**src/rtl/reg_wr_arbiter.sv**
```systemverilog
// Three-requester round-robin write arbiter for a 4-entry register bank.
// Optional sticky-pointer lock input is compiled in when WR_ARB_LOCK_EN is defined.
module reg_wr_arbiter #(
  parameter int N = 16
) (
  input  logic           clk,
  input  logic           rst,
  input  logic [2:0]     req,
  input  logic [5:0]     req_sel,
  input  logic [3*N-1:0] req_data,
`ifdef WR_ARB_LOCK_EN
  input  logic [2:0]     lock,
`endif
  output logic [2:0]     ack,
  output logic           w,
  output logic [1:0]     select_register,
  output logic [N-1:0]   s,
  output logic           busy
);

  typedef enum logic {IDLE = 1'b0, GRANT = 1'b1} state_t;

  state_t         state_q, state_d;
  logic [1:0]     ptr_q, ptr_d;
  logic [2:0]     ack_q, ack_d;
  logic [1:0]     sel_q, sel_d;
  logic [N-1:0]   s_q, s_d;

  logic [2:0]     eligible;
  logic [1:0]     ptr_eff;
  logic [1:0]     win;
  logic [1:0]     win_next;
  logic           win_lock;

  // First set bit of el searching from index p upward, wrapping mod 3.
  function automatic logic [1:0] rr_pick(input logic [2:0] el, input logic [1:0] p);
    logic [2:0] rot;
    logic [1:0] off;
    logic [2:0] sum;
    case (p)
      2'd1:    rot = {el[0], el[2], el[1]};
      2'd2:    rot = {el[1], el[0], el[2]};
      default: rot = el;
    endcase
    if (rot[0])      off = 2'd0;
    else if (rot[1]) off = 2'd1;
    else             off = 2'd2;
    sum = {1'b0, p} + {1'b0, off};
    if (sum >= 3'd3) sum = sum - 3'd3;
    return sum[1:0];
  endfunction

  // The requester acked this cycle is still holding req; keep it out.
  assign eligible = req & ~ack_q;
  assign ptr_eff  = (ptr_q == 2'd3) ? 2'd0 : ptr_q;
  assign win      = rr_pick(eligible, ptr_eff);
  assign win_next = (win == 2'd2) ? 2'd0 : win + 2'd1;

`ifdef WR_ARB_LOCK_EN
  assign win_lock = lock[win];
`else
  assign win_lock = 1'b0;
`endif

  always_comb begin
    state_d = IDLE;
    ptr_d   = ptr_eff;
    ack_d   = 3'b000;
    sel_d   = sel_q;
    s_d     = s_q;
    if (eligible != 3'b000) begin
      state_d = GRANT;
      ack_d   = 3'b001 << win;
      sel_d   = req_sel[2*win +: 2];
      s_d     = req_data[N*win +: N];
      ptr_d   = win_lock ? win : win_next;
    end
  end

  always_ff @(posedge clk or negedge rst) begin
    if (!rst) begin
      state_q <= IDLE;
      ptr_q   <= 2'd0;
      ack_q   <= 3'b000;
      sel_q   <= 2'd0;
      s_q     <= '0;
    end else begin
      state_q <= state_d;
      ptr_q   <= ptr_d;
      ack_q   <= ack_d;
      sel_q   <= sel_d;
      s_q     <= s_d;
    end
  end

  assign w               = (state_q == GRANT);
  assign ack             = ack_q;
  assign select_register = sel_q;
  assign s               = s_q;
  assign busy            = |(req & ~ack_q);

endmodule

```
**config.mk**
```make
export PLATFORM = sky130hd
export DESIGN_NAME = reg_wr_arbiter
export DESIGN_NICKNAME = d
export VERILOG_FILES = /design/src/rtl/reg_wr_arbiter.sv
export SDC_FILE = /design/constraint.sdc
export NUM_CORES = 1
export LEC_CHECK = 0
export ABC_AREA = 1
export CORE_UTILIZATION = 42
export DETAILED_ROUTE_END_ITERATION = 8
export HOLD_SLACK_MARGIN = 0.05
export PLACE_DENSITY = 0.93
export SYNTH_ARGS = -nofsm -noshare
export SYNTH_HDL_FRONTEND = slang
export SYNTH_SLANG_ARGS = --single-unit
```
**constraint.sdc**
```tcl
create_clock -name clk -period 8.5 [get_ports clk]
set_input_delay 2.125 -clock clk [delete_from_list [all_inputs] [get_ports clk]]
set_output_delay 2.125 -clock clk [all_outputs]
set_load 0.1 [all_outputs]
```
# Word-level counts from Yosys, hierarchy flattened
# Cells that the tools add are included.
[word_totals]
latch_bits = 0
out_inout_bits = 23
ram_bits = 0
mem_bits_ro = 0
wordCells = 29
input_bits = 59
reg_bits = 24
memories = 0
[classes]
n_eq_ne = 4
div_mod_pow = 0
shifts = 3
mul = 0
muxes = 9
n_reduce_logical = 2
add_sub_neg = 3
n_lt_le_gt_ge = 1
bitwise_logic = 2
[ops]
columns = ["cell", "n"]
rows = [
  ["48-bit by 7-bit indexed part select with 16-bit output", 1],
  ["2-bit two-way mux", 6],
  ["2-bit == test (second input constant)", 3],
  ["6-bit by 4-bit indexed part select with 2-bit output", 1],
  ["2-bit case mux with 2 select lines", 1],
  ["2-bit by 2-bit adder with 3-bit output", 1],
  ["3-bit AND", 1],
  ["3-bit by 2-bit greater-or-equal comparator with 1-bit output (second input constant)", 1],
  ["3-bit two-way mux", 1],
  ["3-bit NOT", 1],
  ["3-bit nonzero test", 1],
  ["3-bit OR reduction", 1],
  ["1-bit by 2-bit left shift with 3-bit output (first input constant)", 1],
  ["2-bit by 1-bit adder with 2-bit output (second input constant)", 1],
  ["2-bit by 1-bit == test with 1-bit output (second input constant)", 1],
  ["2-bit subtractor (second input constant)", 1],
  ["1-bit two-way mux", 1],
]

# Depth between registers and ports, before layout
[depth]
ltp_word = 12
mapped_depth = 21
ltp_nobuf = 20

# Worst setup path after synthesis
# No wires, ideal clock.
[synth_timing]
path_type = "input port to output port"
startpoint = "input port req[2]"
endpoint = "output port busy"
stages = 4
slack_ns = 3.553
arrival_time_ns = 2.822
cell_sequence = "nand2_1 > nand2_1 > nor2_2 > inv_2"
[synth_via]
elab_chain_cells = 2
[synth_rtl]
columns = ["item", "line_no", "text"]
rows = [
  ["from (decl)", "8", "input logic [2:0] req,"],
  ["3-bit AND", "100", "assign busy = |(req & ~ack_q);"],
  ["3-bit OR reduction", "100", ""],
  ["to (decl)", "18", "output logic busy"],
]
# No other way between the ends.

# Final worst setup path
# Same ends and word-level chain as after synthesis.

==> Flow_metrics.wiki <==
{| class="wikitable"
! Metric !! Value
|-
| Result of the run || finished clean
|-
| Launching element type of the critical path || input pin
|-
| Critical Path Fanout Max || 23
|-
| Clock tree root buffer cell || clkbuf_4
|-
| Most common library cell in the layout ignoring fill and taps || nand2_1
|-
| Post-Layout Inst Area || 2400 um^2
|-
| Antenna violations before repair || 0
|-
| CP Launch Point || req[2]
|-
| Clock input transition at the sequential cells of the worst setup and hold paths || around 140 ps
|-
| Data required time at the worst endpoint || around 6400 ps
|-
| Max Root-Sink Buffers || 2
|-
| Count of buffer and inverter cells on the critical path || 4
|-
| Layer carrying the most global-route usage || met2
|-
| Synthesized flop and latch total || 24
|-
| Type of the setup path with the least slack || in2out
|-
| Worst-case clock skew || approximately 13 ps
|-
| CTS hold repair buffers || 0
|-
| Post-detailed-route via-to-cell ratio || about 4.9
|-
| CP peak stage delay || 1150 ps
|-
| Total count of max-transition violations in the final report || 0
|-
| Final Routed Wirelength || approximately 4200 um
|-
| FF-to-FF Start || ptr_q[0]
|-
| Die footprint || just under 4000 um^2
|-
| Minimum period implied by the final worst setup slack || about 6500 ps
|-
| Setup repair bufs after CTS || 0
|-
| Pin count of the biggest net entering global routing || 25
|-
| TritonCTS clock tree || done
|-
| Share of cells above drive strength 1 || between 6 and 7%
|-
| Clock net sink count || 24
|-
| MaxCap Viol Count || 0
|-
| Portion of synthesized cell area occupied by the leading cell type || approximately two fifths
|-
| Count of vias placed by the detailed router || 1,665
|-
| GP Congestion || 0.810
|-
| Main area contributors after synthesis || dfrtp_1 40%, nand2_1 21%, nand3_1 18%, ha_1 4.1%, inv_1 3.2%
|-
| Total CTS buffers || 3
|-
| Period utilization || between 70% and 80%
|-
| Iteration-0 DRC count of the detailed router || 53
|-
| Starting utilization of the core area || around 45%
|-
| Count of H-tree levels built during CTS || 1
|-
| Global routing usage on met3 || between 1.5 and 2%
|-
| Worst min path class || reg2reg
|-
| Half-perimeter wire length of the detailed placement result || roughly 3100 um
|-
| Number of inserted diodes || 0
|-
| # setup viols final || 0
|-
| Global-route wire length before repair || approximately 7000 um
|-
| Worst-margin pin slew || approximately 1100 ps
|-
| Die Width || about 62 um
|-
| Post-synthesis area per instance || around 7 um^2
|-
| Fmax || roughly 0.15 GHz
|-
| Number of failing hold endpoints at the final stage || 0
|-
| WL per Instance || ~12 um
|-
| PostCTS Resize Cnt || 0
|-
| Highest-count cells in the layout ignoring fill and taps || 85 x nand2_1, 81 x clkdlybuf4s50_1, 55 x nand3_1
|-
| Category of cells accounting for the largest share of critical-path delay || buffers and inverters
|-
| Vias in the first global route || 1,565
|-
| Worst-path cell with the longest stage delay || clkdlybuf4s50_1
|-
| Clock latency reported for the late side of the worst-skew pair || approximately 320 ps
|-
| Routed Antenna Nets || 0
|-
| Core Box Area || 3390 um^2
|-
| GRT overflow || 0
|-
| Area grow syn2layout || 58.4%
|-
| Unique masters post-synth || 21
|-
| Arrival time of data at the critical path endpoint || 4350 ps
|-
| Buffers on Ports || between 80 and 90
|-
| Number of iterations in the first detailed-routing pass || 4
|-
| Total routing resource utilization after global routing || between 20% and 30%
|-
| Setup repair after global routing missed its margin || no
|-
| Cell type contributing the most total cell area after synthesis || dfrtp_1
|-
| Met1 routing resource usage after global routing || 28.4%
|-
| Critical path capture point type || output pin
|-
| Number of warnings reported in the yosys synthesis log || 0
|-
| Number of instances in the synthesized netlist || 214
|-
| Total number of nets in the final design || ~360
|-
| Met2 usage || 40.8%
|-
| Ports || 82
|-
| DRC Markers || 0
|-
| Num rows || 21
|-
| Vertical extent of the die || 62.1 um
|-
| Summed instance area of the synthesized netlist || approximately 1500 um^2
|-
| Worst min-delay path startpoint || s[3]
|-
| Relative slew slack || 27.9%
|-
| Placed instance area || approximately 2400 um^2
|-
| Cell-by-cell listing of the critical path || clkdlybuf4s50_1 -> nand2_1 -> nand2_1 -> nor2_2 -> buf_4 -> inv_2 -> clkdlybuf4s50_1
|-
| Number of nets produced by synthesis || between 200 and 300
|-
| Setup total negative slack || 0 ps
|-
| Post-synthesis sequential area ratio || between 30% and 40%
|}
routing by layer:
layer / up-vias / wire [um]
li1: 847 / -
met1: 766 / 1780
met2: 47 / 2160
met3: 5 / 169
met4: 0 / 44
met5: - / 0
cell type report:
class | count | area (um^2)
multi-input combinational | 164 | 801
clock buffer | 3 | 22.5
clock inverter | 1 | 30.0
tap | 46 | 57.6
sequential | 24 | 601
fill | 262 | 986
inverter | 19 | 73.8
timing repair buffer | 82 | 818
final timing paths:
path	to	slack, ps	depth (start not counted)
worst max-delay path	busy	2030	7
worst min-delay path	s[3]	520	2
worst max register to register	s[7]	5010	19
worst min register to register	s[3]	520	2
max in group asynchronous	ptr_q[0]	5480	1
min in group asynchronous	s[8]	2360	1
Yosys cell counts, drive strengths merged:
library cell   n
nor3           1
nand2         89
nand4          1
fa             1
nand3         56
nor2           6
ha             5
dfrtp         24
o21ai          4
o22ai          1
inv           19
buf            7
registers in the layout, summed over array words and instances, names as in the netlist:
name	flops
ptr_q	2
w	1
s	16
ack	3
select_register	2
through the flow:
step	util [%]	instances	worst slack, ps	hold WS [ps]
2_1_floorplan	-	214	3550	646
3_3_place_gp	69.4	335	2080	479
3_5_place_dp	69.4	335	2030	481
4_1_cts	70.9	339	2020	517
5_1_grt	70.9	339	1980	550
6_report	70.9	339	2030	517
worst min-delay path, delay by kind of cell (launching register included):
family	cells	cell delay [ps]
flip-flops	1	370
AND/OR/NAND/NOR	2	130
cell families after synthesis:
logic type	after synthesis	synth area share (%)
buffers and inverters	26	7.67
and+or+nand+nor	153	45.6
AOI/OAI and AO/OA	5	1.73
DFF	24	39.6
adders and majority gates	6	5.44
Power is not shown: default switching activity piles up to over one toggle a cycle in this logic, so the estimate is an artifact.
